**src/rtl/store_buffer.sv**
```systemverilog
// Word-granular store buffer between EX/MEM glue and the d-cache: FIFO of stores
// with same-address coalescing, youngest-match load forwarding and a valid/ready drain port.
module store_buffer #(
    parameter int DEPTH      = 4,
    parameter int ADDR_WIDTH = 26,
    parameter int DATA_WIDTH = 32
) (
    input  logic                       clk,
    input  logic                       rst,
    input  logic                       i_valid,
    input  logic                       i_mem_action,
    input  logic [ADDR_WIDTH-1:0]      i_addr,
    input  logic [DATA_WIDTH-1:0]      i_data,
    output logic                       o_ready,
    output logic                       o_load_hit,
    output logic [DATA_WIDTH-1:0]      o_load_data,
    output logic                       o_load_miss,
    output logic                       o_drain_valid,
    output logic [ADDR_WIDTH-1:0]      o_drain_addr,
    output logic [DATA_WIDTH-1:0]      o_drain_data,
    input  logic                       i_drain_ready,
    output logic                       o_full,
    output logic                       o_empty,
    output logic [$clog2(DEPTH+1)-1:0] o_count
);

    localparam int PTR_W = $clog2(DEPTH);
    localparam int CNT_W = $clog2(DEPTH+1);

    logic [DEPTH-1:0]      ent_valid;
    logic [ADDR_WIDTH-1:0] ent_addr [DEPTH];
    logic [DATA_WIDTH-1:0] ent_data [DEPTH];
    logic [PTR_W-1:0]      head;
    logic [PTR_W-1:0]      tail;
    logic [CNT_W-1:0]      count;

    logic                  is_load;
    logic                  is_store;
    logic                  fwd_hit;
    logic [DATA_WIDTH-1:0] fwd_data;
    logic                  co_hit;
    logic [PTR_W-1:0]      co_idx;
    logic                  push;
    logic                  coalesce;
    logic                  pop;

    function automatic logic [PTR_W-1:0] slot(input logic [PTR_W-1:0] base, input int offset);
        return base + PTR_W'(offset);
    endfunction

    // Walk from oldest to youngest so the last match seen is the youngest;
    // offset 0 is the head, which may forward but never absorbs a coalesce.
    always_comb begin
        fwd_hit  = 1'b0;
        fwd_data = '0;
        co_hit   = 1'b0;
        co_idx   = '0;
        for (int i = 0; i < DEPTH; i++) begin
            if (ent_valid[slot(head, i)] && ent_addr[slot(head, i)] == i_addr) begin
                fwd_hit  = 1'b1;
                fwd_data = ent_data[slot(head, i)];
                if (i != 0) begin
                    co_hit = 1'b1;
                    co_idx = slot(head, i);
                end
            end
        end
    end

    assign o_full   = (count == CNT_W'(DEPTH));
    assign o_empty  = (count == '0);
    assign o_count  = count;

    assign is_load  = i_valid & ~i_mem_action;
    assign is_store = i_valid &  i_mem_action;
    assign coalesce = is_store & co_hit;
    assign push     = is_store & ~co_hit & ~o_full;
    assign pop      = ~o_empty & i_drain_ready;

    assign o_ready     = is_load | coalesce | push;
    assign o_load_hit  = is_load & fwd_hit;
    assign o_load_miss = is_load & ~fwd_hit;
    assign o_load_data = o_load_hit ? fwd_data : '0;

    // Drain fields read as zero while empty so stale popped entries never leak out.
    assign o_drain_valid = ~o_empty;
    assign o_drain_addr  = o_empty ? '0 : ent_addr[head];
    assign o_drain_data  = o_empty ? '0 : ent_data[head];

    always_ff @(posedge clk or posedge rst) begin
        if (rst) begin
            ent_valid <= '0;
            head      <= '0;
            tail      <= '0;
            count     <= '0;
            for (int i = 0; i < DEPTH; i++) begin
                ent_addr[i] <= '0;
                ent_data[i] <= '0;
            end
        end else begin
            if (pop) begin
                ent_valid[head] <= 1'b0;
                head            <= head + PTR_W'(1);
            end
            if (push) begin
                ent_valid[tail] <= 1'b1;
                ent_addr[tail]  <= i_addr;
                ent_data[tail]  <= i_data;
                tail            <= tail + PTR_W'(1);
            end
            if (coalesce) begin
                ent_data[co_idx] <= i_data;
            end
            case ({push, pop})
                2'b10:   count <= count + CNT_W'(1);
                2'b01:   count <= count - CNT_W'(1);
                default: count <= count;
            endcase
        end
    end

endmodule

```
**config.mk**
```make
export PLATFORM = sky130hd
export DESIGN_NAME = store_buffer
export DESIGN_NICKNAME = d
export VERILOG_FILES = /design/src/rtl/store_buffer.sv
export SDC_FILE = /design/constraint.sdc
export NUM_CORES = 1
export LEC_CHECK = 0
export BUFFER_PORTS_ARGS = -buffer_cell sky130_fd_sc_hd__buf_2
export CAP_MARGIN = 40
export CORE_MARGIN = 4
export CORE_UTILIZATION = 38
export CTS_CLUSTER_DIAMETER = 150
export DETAILED_ROUTE_END_ITERATION = 12
export RECOVER_POWER = 100
export SKIP_LAST_GASP = 1
export SLEW_MARGIN = 20
export SYNTH_ARGS = -nofsm -noshare
export SYNTH_HDL_FRONTEND = slang
export SYNTH_SLANG_ARGS = --single-unit
```
**constraint.sdc**
```tcl
create_clock -name clk -period 19.8 [get_ports clk]
set_input_delay 2.97 -clock clk [delete_from_list [all_inputs] [get_ports clk]]
set_output_delay 2.97 -clock clk [all_outputs]
set_load 0.02 [all_outputs]
```
Word level (Yosys, flattened, before mapping)

Cells that the tools add are included.
W data, S select, Z words.

Bits in registers: 243
Input port bits: 63
Output and inout port bits: 99
Word-level logic and storage cells: 141

$add $sub $neg: 6
Magnitude comparators: 15
Eq/ne operators: 7
Multiplexer cells: 67
Bitwise gates (word level): 24
Reductions and logical operators: 10

Operators by type and width:

| kind                  | count |
|---|---|
| $mux W32              | 16 |
| $mux W26              | 10 |
| $bmux W32 S2          | 4 |
| $bwmux W128           | 2 |
| $mux W128             | 2 |
| $bmux W26 S2          | 4 |
| $demux W32 S2         | 2 |
| $bwmux W104           | 1 |
| $eq A26 B26 Y1        | 4 |
| $demux W26 S2         | 1 |
| $ge A3 B3 Y1 const B  | 6 |
| $not A2 Y3            | 6 |
| $lt A2 B3 Y1 const B  | 5 |
| $mux W1               | 13 |
| $and A1 B1 Y1         | 8 |
| $bmux W1 S2           | 4 |
| $logic_and A1 B1 Y1   | 8 |
| $mux W4               | 2 |
| $lt A3 B1 Y1 const B  | 2 |
| $mux W2               | 3 |
| $pmux W3 S2           | 1 |
| $not A1 Y1            | 5 |
| $add A2 B1 Y2 const B | 2 |
| $add A2 B2 Y2 const B | 2 |
| 13 further kinds      | 16 |

Longest topological paths before layout

Gate-level depths: netlist of run 1.

Word-level depth: 17
Gate-level depth with buffers: 26
Mapped depth without buffers: 16

Worst setup path after synthesis of run 1

OpenSTA, ideal clock, no wires.

Kind: input-to-output
Start point: in i_addr[5]
End point: out o_load_data[13]
Arrival time: 5.555 ns
Required time: 16.830 ns
Setup slack: 11.275 ns
Stages: 8
Path buffers: 2
Path through: clkbuf_1 -> o32ai_1 -> a211o_1 -> or4_1 -> nor4_4 -> a211oi_4 -> dlygate4sd1_1 -> a211oi_1

Longest elaborated chain between the ends: 8
Elaborated cells on any way between the ends: 18
Those cells by class: eq/ne: 4; mux: 9; bitwise: 1; reduce/logical: 4

Ends and longest elaborated chain:

| element               | RTL line | source |
|---|---|---|
| start: declaration    | 12       | `input logic [ADDR_WIDTH-1:0] i_addr,` |
| $eq A26 B26 Y1        | 59       | `if (ent_valid[slot(head, i)] && ent_addr[slot(head, i)] == i_addr) begin` |
| $logic_and A1 B1 Y1   | 59       |  |
| $mux W1 (4 in series) | 59       |  |
| $and A1 B1 Y1         | 81       | `assign o_load_hit = is_load & fwd_hit;` |
| $mux W32 *            | 83       | `assign o_load_data = o_load_hit ? fwd_data : '0;` |
| end: declaration      | 16       | `output logic [DATA_WIDTH-1:0] o_load_data,` |

Every way passes the cells marked *; elsewhere a longest branch is shown, timed or not.

Final worst setup path of run 1

Start point: reg head[0]
End point: out o_load_data[2]

Longest elaborated chain between the ends: 12
Elaborated cells on any way between the ends: 57
Those cells by class: add/sub: 3; eq/ne: 4; mux: 41; bitwise: 5; reduce/logical: 4

Ends and longest elaborated chain:

| element                                                                 | RTL line   | source |
|---|---|---|
| start: declaration                                                      | 33         | `logic [PTR_W-1:0] head;` |
| start signal: assignment                                                | 103        | `head <= head + PTR_W'(1);` |
| $add A2 B1 Y2 / $not A2 Y3 (equally long branches)                      | 48, 59, 61 |  |
| $not A2 Y3 (implied by the code) / $bmux W26 S2 (equally long branches) | 59, 61     |  |
| $bmux W26 S2 / $mux W26 (equally long branches)                         | 59         |  |
| $mux W26 (implied by the code)                                          | 59         |  |
| $mux W26 (implied by the code) / $eq A26 B26 Y1 (equally long branches) | 59         |  |
| $eq A26 B26 Y1 / $logic_and A1 B1 Y1 (equally long branches)            | 59         |  |
| $logic_and A1 B1 Y1 / $mux W1 (equally long branches)                   | 59         |  |
| $mux W1 (3 in series)                                                   | 59         |  |
| $and A1 B1 Y1                                                           | 81         |  |
| $mux W32 *                                                              | 83         |  |

Every way passes the cells marked *; elsewhere a longest branch is shown, timed or not. The select of a mux whose other input is x is not followed.

==> results.cfg, run 1 <==
[floorplanning]
num_io_pins = 162
initial_utilization_pct = 38.67
num_rows = 81
die_w_um = 231.9
dieArea_sq_um = 53770
design.core.area_sq_um = 49250
chipHeight_um = 231.9

[synth]
synthDistinctLibCells = 81
synth_cells = 1485
synth_edf_count = 0
yosys.area.top_type_share_pct = 31.93
dominantRegCellSynth = dfrtp_1
synth.largest_area_cell = dfrtp_1
synth_area_per_cell_sq_um = 12.83
ys.warnings.count = 0
syn-cell-area_sq_um = 19050
synth_seq_cells = 243
proportion_of_synthesized_chip_area_in_sequential_cells_pct = 31.93
synthesis.nets = 1558
synth_async_sr_flop_share_pct = 100.0
netlist_top_cells_area = dfrtp_1 (32%), mux4_2 (20%), mux2_2 (8.9%)

[detailed_routing]
detail_route.drc_violations = 0
antenna_left = 0
via_count = 13540
drt-vias-per-instance = 5.991
average_wire_per_cell_in_the_routed_design_um = 23.26
detail_route.wirelength_mm = 52.58
drt_pre_antenna_iters = 5
initialDrtViolationCount = 1224

[placed_design]
numPortBuffers = 161
dp.final_hpwl_mm = 35.74
gpl.final_weighted_congestion = 0.9478

[clocking]
clkSlewWorstSetupHoldPaths_ps = 60
cts_buffer_depth = 3
clkLatencyLatePin_ps = 590
post_cts_hold_buffer_count = 0
tritoncts = yes
cts_buffers = 31
cts_htree_levels = 1
ctsResizeCount = 0
tritoncts_num_sinks = 243
cts_setup_buffers = 0
root_buffer = clkbuf_16

[critical_path]
cp_capture_type = output pin
critical_path.reg2reg.startpoint = head[0]
rrSetupSlack_ps = 6170
critical_path_required_ps = 16830
crit_path_end = o_load_data[2]
cp-startpoint = head[0]
highest_net_fanout_along_the_worst_path = 60
timing.rr.end = ent_data[43]
worstRegToRegCells = 18
setup.worst_path.start_class = register
cp_data_arrival_time_ps = 11470
timing_worst_setup_path_type = register to output pin

[timing]
layout_min_cycle_time_ps = 14440
report.final.slew_viol_count = 715
final_setup_violation_count = 0
period_share_pct = 72.94
clock-skew-final_ps = 15.86
max_slew_margin_pct = -208.8
finalSetupTns_ps = 0
finalHoldViolCount = 0
max_slew.worst_pin.slew_ps = 4606
grt_setup_unrepaired = false
min_hold_slack_ps = 518.9
fmax_mhz = 69.24

[worst_hold_path]
hold_path.class = register to register

[grt]
grt_first_pass_wirelength_mm = 82.19
grt_util_all_layers_pct = 19.30
grt_max_degree = 134
grt_overflow_total = 0
initial_antenna_violation_count = 9
grt_pass1_vias = 13700

[run_status]
status = finished, violations left
violations = max-capacitance violations, max-slew violations

[flow_run]
cap_violations = 16

[power]
power-per-cell-area_nw_per_um2 = 210.1
static-leakage-power_uw = 0.008203
peak_supply_drop_mv = 0.1034

[cells_and_area]
syn_to_final_growth_pct = 9.748
fillerInstances = 4767
num-nets-final = 1641
post_route_cells_drive_above_1_share_pct = 31.45
==> logic make-up (layout without fill, tap and decap cells) <==
logic type	after synthesis	count (layout)	synth area share, %
multiplexers	552	552	44.60
AND/OR/NAND/NOR	243	243	6.950
flip-flops	243	243	31.93
buffers and inverters	194	299	5.584
AO/OA/AOI/OAI	159	159	6.385
XOR/XNOR	84	84	3.863
other	0	6	0
adder cells (fa/ha/maj)	10	10	0.6963
==> layer usage <==
layer	GRT usage (%)	share of wire (%)
met5	0	0.086
met4	5.997	3.0
met3	3.177	6.1
met2	31.47	48
met1	26.56	43
==> Yosys cell counts (4+ instances only) <==
cell type	instances
mux2i_1	110
a221oi_1	4
nand2_2	4
nand4_1	15
o22ai_1	6
o32ai_1	8
buf_1	13
buf_6	16
and2_1	62
a21oi_1	10
nand2b_1	5
a31oi_1	35
a211oi_1	33
a22oi_1	4
xnor2_1	71
mux2_1	65
mux4_4	13
buf_2	42
mux4_2	173
mux2_2	150
mux2_4	29
nor3_1	8
nor2_1	47
inv_1	53
buf_4	15
nor2b_1	5
dfrtp_1	243
nor4_1	6
xor2_1	13
a2bb2oi_1	8
o21ai_0	14
clkbuf_1	43
mux4_1	12
ha_1	9
nand2_1	58
nand3_1	7
==> state kept, by name (all words and copies together), names as in the netlist <==
signal,cells
ent_data,128
ent_addr,104
ent_valid,4
o_count,3
head,2
tail,2
==> through the flow <==
| step | cell area [sq um] | setup WS (ps) | power (uW) | cells | utilization, % |
|---|---|---|---|---|---|
| 4_1_cts | 21360 | 9295 | 4435 | 2254 | 43.36 |
| 5_1_grt | 20900 | 4574 | 4676 | 2258 | 42.43 |
| 2_1_floorplan | 19050 | 10160 | 3163 | 1485 | - |
| 3_3_place_gp | 20010 | 9983 | 3713 | 2189 | 40.62 |
| 3_5_place_dp | 20250 | 9950 | 3797 | 2199 | 41.10 |
| 6_report | 20900 | 5358 | 4392 | 2260 | 42.44 |
==> how the worst min path moves through the flow <==
| stage | endpoint | from | depth (start not counted) | slack (ps) |
|---|---|---|---|---|
| 2_1_floorplan | ent_valid[2] | ent_valid[2] | 2 | 490 |
| 6_report | o_count[2] | o_count[2] | 1 | 520 |
| 3_5_place_dp | o_count[2] | o_count[2] | 1 | 510 |
| 5_1_grt | o_count[2] | o_count[2] | 1 | 530 |
| 4_1_cts | o_count[2] | o_count[2] | 1 | 520 |
| 3_3_place_gp | o_count[2] | o_count[2] | 1 | 490 |
==> cells in the final DEF (no fill, tap or decap), drive strengths merged, types with 6 or more instances in the layout <==
cell / synthesis / routed
clkinv: 1 / 7
xnor2: 71 / 71
o32ai: 8 / 8
dfrtp: 243 / 243
ha: 9 / 9
o22ai: 6 / 6
a31oi: 35 / 35
xor2: 13 / 13
mux4: 198 / 198
nand3: 7 / 7
a21oi: 10 / 10
and2: 64 / 64
nand4: 15 / 15
nor4: 10 / 10
nor2: 47 / 47
inv: 53 / 54
a2bb2oi: 8 / 8
a22oi: 8 / 8
mux2: 244 / 244
clkbuf: 44 / 141
nor3: 8 / 8
diode: 0 / 6
mux2i: 110 / 110
nand2: 62 / 62
a211oi: 35 / 35
buf: 92 / 90
o21ai: 14 / 14
==> critical path, cell delays in order (launching register included) <==
cell and delay, ps:
dfrtp_1 2070, clkinv_1 240, clkbuf_1 700, ha_4 970, clkbuf_1 2440, buf_4 770
buf_12 300, mux2i_1 250, xor2_1 330, a21oi_1 150, nor4_1 720, and4_2 350
buf_4 570, a211oi_1 90, buf_4 300, a211oi_1 280, clkbuf_1 260
==> power breakdown <==
group / internal, uW / switching (uW) / total [uW] / leakage, uW
Combinational: 1410 / 1290 / 2700 / 0.00472
Sequential: 748 / 334 / 1080 / 0.00293
Clock: 381 / 232 / 613 / 0.000551
Total: 2540 / 1850 / 4390 / 0.00820
==> area by class of cell <==
class                           count  area, sq um  area share (%)
Multi-Input combinational cell   1048        11790           56.38
Sequential cell                   243         6085           29.11
Timing Repair Buffer              190        873.3           4.178
Clock buffer                       41        893.4           4.274
Antenna cell                        6        15.01         0.07183
Tap cell                          664        830.8           3.974
Clock inverter                     14        216.5           1.035
Inverter                           54        203.9          0.9756
Note: power is estimated with default switching activity, not from simulation.
==> run 2, diff against run 1 <==
- ABC_AREA: unset -> 1
- clock period: 19.8 -> 14.2 ns (I/O delays scaled with it)
==> results.cfg, run 2 <==
[synth]
yosys.area.top_type_share_pct = 30.16
synth_edf_count = 0
most_repeated_cell_in_the_gate_level_netlist_after_synthesis = nand2_1
netlist_top_cells_area = nand2_1 (30%), dfrtp_1 (27%), nand3_1 (12%)
synthDistinctLibCells = 33
syn-cell-area_sq_um = 22700
dominantRegCellSynth = dfrtp_1
synth.largest_area_cell = nand2_1
proportion_of_synthesized_chip_area_in_sequential_cells_pct = 26.79
most_frequent_cells_after_synthesis = nand2_1 (1824), nand3_1 (523), o21ai_0 (422)
synth_seq_cells = 243
synthesis.nets = 4127
synth_cells = 4054
synth_async_sr_flop_share_pct = 100.0
ys.warnings.count = 0
synth_area_per_cell_sq_um = 5.600

[cells_and_area]
largestRegisters = ent_data: 128 flops, ent_addr: 104 flops, ent_valid: 4 flops
syn_to_final_growth_pct = 8.995
num-nets-final = 4053
post_route_cells_drive_above_1_share_pct = 5.020
largest_register_ffs = 128
fin_cells = 4780
regMostFlops = ent_data
layout.cells.most_common = nand2_1
final_cell_mix = nand2_1 (1820), nand3_1 (523), o21ai_0 (458)
final_core_util_pct = 41.85
postLayoutCellArea_sq_um = 24740

[floorplanning]
initial_utilization_pct = 38.39
num_rows = 89
chipHeight_um = 252.4
design.core.area_sq_um = 59130
num_io_pins = 162
dieArea_sq_um = 63720
die_w_um = 252.4

[clocking]
cts_setup_buffers = 0
cts_buffer_depth = 3
clkLatencyLatePin_ps = 580
cts_htree_levels = 2
clkSlewWorstSetupHoldPaths_ps = 60
cts_buffers = 34
ctsResizeCount = 0
tritoncts_num_sinks = 243
root_buffer = clkbuf_16
post_cts_hold_buffer_count = 0
tritoncts = yes

[grt]
grt_max_degree = 161
grt_first_pass_wirelength_mm = 138.5
grt_overflow_total = 0
initial_antenna_violation_count = 7
grtUsageMet2_pct = 41.35
busiest_layer = met2
grt_pass1_vias = 23740
grt_util_met1_pct = 38.66
grt_util_all_layers_pct = 27.10
grtUsageMet3_pct = 4.188

[timing]
finalHoldViolCount = 0
clock-skew-final_ps = 34.39
max_slew.worst_pin.slew_ps = 3847
max_slew_margin_pct = -156.5
finalSetupTns_ps = 0
report.final.slew_viol_count = 564
min_hold_slack_ps = 504.8
fmax_mhz = 89.37
grt_setup_unrepaired = false
final_setup_violation_count = 0
period_share_pct = 78.80
layout_min_cycle_time_ps = 11190

[critical_path]
setup.worst_path.start_class = register
timing_worst_setup_path_type = register to output pin
cp_data_arrival_time_ps = 9060
max_stage_delay_ps = 2100
critical_path.slowest_cell = clkbuf_1
ordered_list_of_cells_on_the_worst_path = inv_6 > clkbuf_1 > clkbuf_1 > nand3_1 > nand2_1 > nand2_1 > o21ai_0 > nor2_1 > nand2_1 > nor2_1 > nand2_1 > nor2_4 > buf_4 > nor2_4 > buf_12 > nand3_4 > nand3b_1 > buf_2
cp_capture_type = output pin
cp_common_cell = nand2_1
critical_path_required_ps = 12070
highest_net_fanout_along_the_worst_path = 160

[detailed_routing]
average_wire_per_cell_in_the_routed_design_um = 18.64
detail_route.wirelength_mm = 89.10
detail_route.drc_violations = 0
via_count = 26420
drt_pre_antenna_iters = 7
initialDrtViolationCount = 2770
antenna_left = 0
drt-vias-per-instance = 5.528

[power]
static-leakage-power_uw = 0.01260
peak_supply_drop_mv = 0.1397
power-per-cell-area_nw_per_um2 = 267.7

[run_status]
status = finished, violations left
violations = max-capacitance violations, max-slew violations

[worst_hold_path]
hold_path.class = register to register

[flow_run]
cap_violations = 12

[placed_design]
place_area_sq_um = 23740
gpl.final_weighted_congestion = 1.037
dp.final_hpwl_mm = 58.82
numPortBuffers = 161
numPlacedInstances = 4713
[run 2: cell count changes in the layout (fill, tap and decap cells not counted), moves of 35 or more]
cell | before | now
a31oi_1 | 35 | 0
mux2_2 | 150 | 0
and2_1 | 52 | 1
nand4_1 | 15 | 175
mux2i_1 | 110 | 0
xnor2_1 | 71 | 1
nand2_1 | 62 | 1820
inv_1 | 52 | 217
o21ai_0 | 14 | 458
mux4_2 | 173 | 0
mux2_1 | 93 | 0
nand3_1 | 7 | 523
nor2_1 | 47 | 171
[run 2: layout make-up]
type                       instances  area (sq um)
tap                              773         967.2
clock buffer                      44         938.4
multi-input combinational       3257         14290
inverter                         228         867.1
sequential                       243          6085
timing repair buffer             216          1354
fill                            6467         34390
clock inverter                    16         231.5
antenna                            3         7.507
[run 2: kinds of logic (layout without fill, tap and decap cells)]
logic type	Yosys count	after routing	synth area share, %
compound gates	506	506	11.20
xor+xnor	14	14	0.5401
fa+ha+maj	10	10	0.5842
buf+inv	554	504	10.66
flops	243	243	26.79
other cells	0	3	0
simple gates	2727	2727	50.23
[run 2: power by group]
group	internal, uW	switching, uW
Clock	546	369
Combinational	1310	3040
Sequential	1030	326
Total	2890	3740
[run 2: path summary, 6_finish.rpt]
| path | start | endpoint | slack (ps) | depth (start not counted) |
|---|---|---|---|---|
| min | o_count[0] | o_count[0] | 500 | 1 |
| min in group asynchronous | rst | ent_data[7] | 2230 | 2 |
| max reg2reg | head[1] | ent_data[77] | 3120 | 22 |
| max | head[1] | o_ready | 3010 | 18 |
| max in group asynchronous | rst | head[0] | 4290 | 5 |
| min reg2reg | o_count[0] | o_count[0] | 500 | 1 |
[run 2: critical path, delay by kind of cell (launching register included)]
| kind | cells | cell delay (ps) |
|---|---|---|
| flip-flops | 1 | 840 |
| AND/OR/NAND/NOR | 11 | 2420 |
| AO/OA/AOI/OAI | 1 | 120 |
| buffers and inverters | 6 | 4850 |
[run 2: per-stage QoR]
step / total power [uW] / worst slack, ps
2_1_floorplan: 4494 / 5397
3_3_place_gp: 5566 / 5898
5_1_grt: 7284 / 2454
4_1_cts: 6596 / 5416
3_5_place_dp: 5653 / 5987
6_report: 6625 / 3011
[run 2: metal layers]
layer	vias to the layer above	wire, um
met5	-	55
met4	8	3244
met3	194	8252
met2	1248	38540
met1	12010	39010
li1	12970	-
==> run 3, diff against run 2 <==
- clock period: 14.2 -> 9.37 ns (I/O delays scaled with it)
==> results.cfg, run 3 (same netlist as run 2, synthesis figures left out) <==
[run_status]
status = finished, violations left
violations = max-capacitance violations, max-slew violations

[detailed_routing]
initialDrtViolationCount = 2675
detail_route.drc_violations = 0
drt_pre_antenna_iters = 8
detail_route.wirelength_mm = 87.85
antenna_left = 0
drt-vias-per-instance = 5.469
via_count = 26170
average_wire_per_cell_in_the_routed_design_um = 18.36

[critical_path]
rrSetupSlack_ps = 1330
critical_path_required_ps = 7960
cp_capture_type = output pin
crit_family = simple AND/OR/NAND/NOR gates
critical_path.slowest_cell = dfrtp_4
highest_net_fanout_along_the_worst_path = 68
setup.worst_path.start_class = register
cp_common_cell = nand2_1
ordered_list_of_cells_on_the_worst_path = inv_4 > ha_4 > inv_4 > buf_12 > nand3_1 > nand2_1 > nand2_1 > nand4_1 > nor3_1 > nand2_1 > nor2_1 > nand2_4 > nor2_4 > clkbuf_1 > nand2_1 > a21oi_1 > nor2_1 > buf_2
max_stage_delay_ps = 910
cp_data_arrival_time_ps = 6870
worst-path-buf-inv = 5
timing_worst_setup_path_type = register to output pin

[grt]
grt_util_all_layers_pct = 26.69
grt_first_pass_wirelength_mm = 136.5
grt_max_degree = 208
grt_pass1_vias = 23460
initial_antenna_violation_count = 8
grt_overflow_total = 0

[cells_and_area]
postLayoutCellArea_sq_um = 24620
final_cell_mix = nand2_1 (1823), nand3_1 (524), o21ai_0 (455)
largest_register_ffs = 128
fillerInstances = 6493
post_route_cells_drive_above_1_share_pct = 4.966
regMostFlops = ent_data
num-nets-final = 4054
largestRegisters = ent_data: 128 flops, ent_addr: 104 flops, ent_valid: 4 flops
layout.cells.most_common = nand2_1
syn_to_final_growth_pct = 8.460

[timing]
report.final.slew_viol_count = 317
finalHoldViolCount = 0
fmax_mhz = 120.8
max_slew_margin_pct = -88.32
max_slew.worst_pin.slew_ps = 2825
clock-skew-final_ps = 33.77
layout_min_cycle_time_ps = 8276
finalSetupTns_ps = 0
grt_setup_unrepaired = false
final_setup_violation_count = 0
period_share_pct = 88.33

[worst_hold_path]
hold_path.class = register to register

[power]
peak_supply_drop_mv = 0.2766
design_power_total_uw = 9993
static-leakage-power_uw = 0.01257
power-per-cell-area_nw_per_um2 = 405.8

[clocking]
clkLatencyLatePin_ps = 580
tritoncts = yes
cts_setup_buffers = 0
root_buffer = clkbuf_16
ctsResizeCount = 0
tritoncts_num_sinks = 243
cts_htree_levels = 2
cts_buffer_depth = 3
post_cts_hold_buffer_count = 0
cts_buffers = 35
clkSlewWorstSetupHoldPaths_ps = 60

[floorplanning]
chipHeight_um = 252.4
initial_utilization_pct = 38.39
num_io_pins = 162
design.core.area_sq_um = 59130
die_w_um = 252.4
num_rows = 89
dieArea_sq_um = 63720

[placed_design]
place_area_sq_um = 23630
numPortBuffers = 161
gpl.final_weighted_congestion = 0.9936
dp.final_hpwl_mm = 57.89

[flow_run]
cap_violations = 10
run 3: layout make-up:
cell class / count / area [sq um] / area share (%)
inverters: 228 / 867.1 / 3.522
clock inverters: 17 / 229.0 / 0.9299
diodes: 4 / 10.01 / 0.04065
clock buffers: 46 / 1007 / 4.091
repair buffers: 216 / 1194 / 4.848
flip-flops and latches: 243 / 6086 / 24.72
well taps: 773 / 967.2 / 3.928
multi-input cells: 3257 / 14260 / 57.92
run 3: final timing paths:
check	from	endpoint	cells past startpoint
worst max-delay path	head[0]	o_load_data[11]	18
worst min-delay path	o_count[0]	o_count[0]	1
worst max register to register	head[0]	ent_addr[28]	20
worst min register to register	o_count[0]	o_count[0]	1
max in group asynchronous	rst	ent_data[87]	4
min in group asynchronous	rst	ent_data[64]	2
run 3: through the flow:
step           hold slack [ps]  std cells  setup slack (ps)  util, %
2_1_floorplan            469.6       4054              1291        -
3_3_place_gp             489.3       4702              1886    39.51
3_5_place_dp             498.5       4713              2238    39.96
4_1_cts                  513.4       4776              1615    42.06
5_1_grt                  539.1       4781             730.5    41.63
6_report                 512.3       4784              1094    41.64
run 3: routing by layer:
layer,vias up,share of wire (%),global-route usage (%)
met1,11920,45,37.93
met2,1123,44,42.08
met3,145,8.4,4.723
met5,-,0.056,0
li1,12970,-,-
met4,8,2.4,7.036
run 3: worst reg2reg max path: cells and delay by family (launching register included):
family                   cells  cell delay, ps
AO/OA/AOI/OAI                1             230
adder cells (fa/ha/maj)      1             520
buffers and inverters        7            3170
flip-flops                   1             910
AND/OR/NAND/NOR             11            3020
run 3: power breakdown:
| group | total, uW | switching [uW] | internal, uW |
|---|---|---|---|
| logic | 6520 | 4590 | 1930 |
| registers | 2040 | 471 | 1570 |
| clock network | 1430 | 559 | 875 |
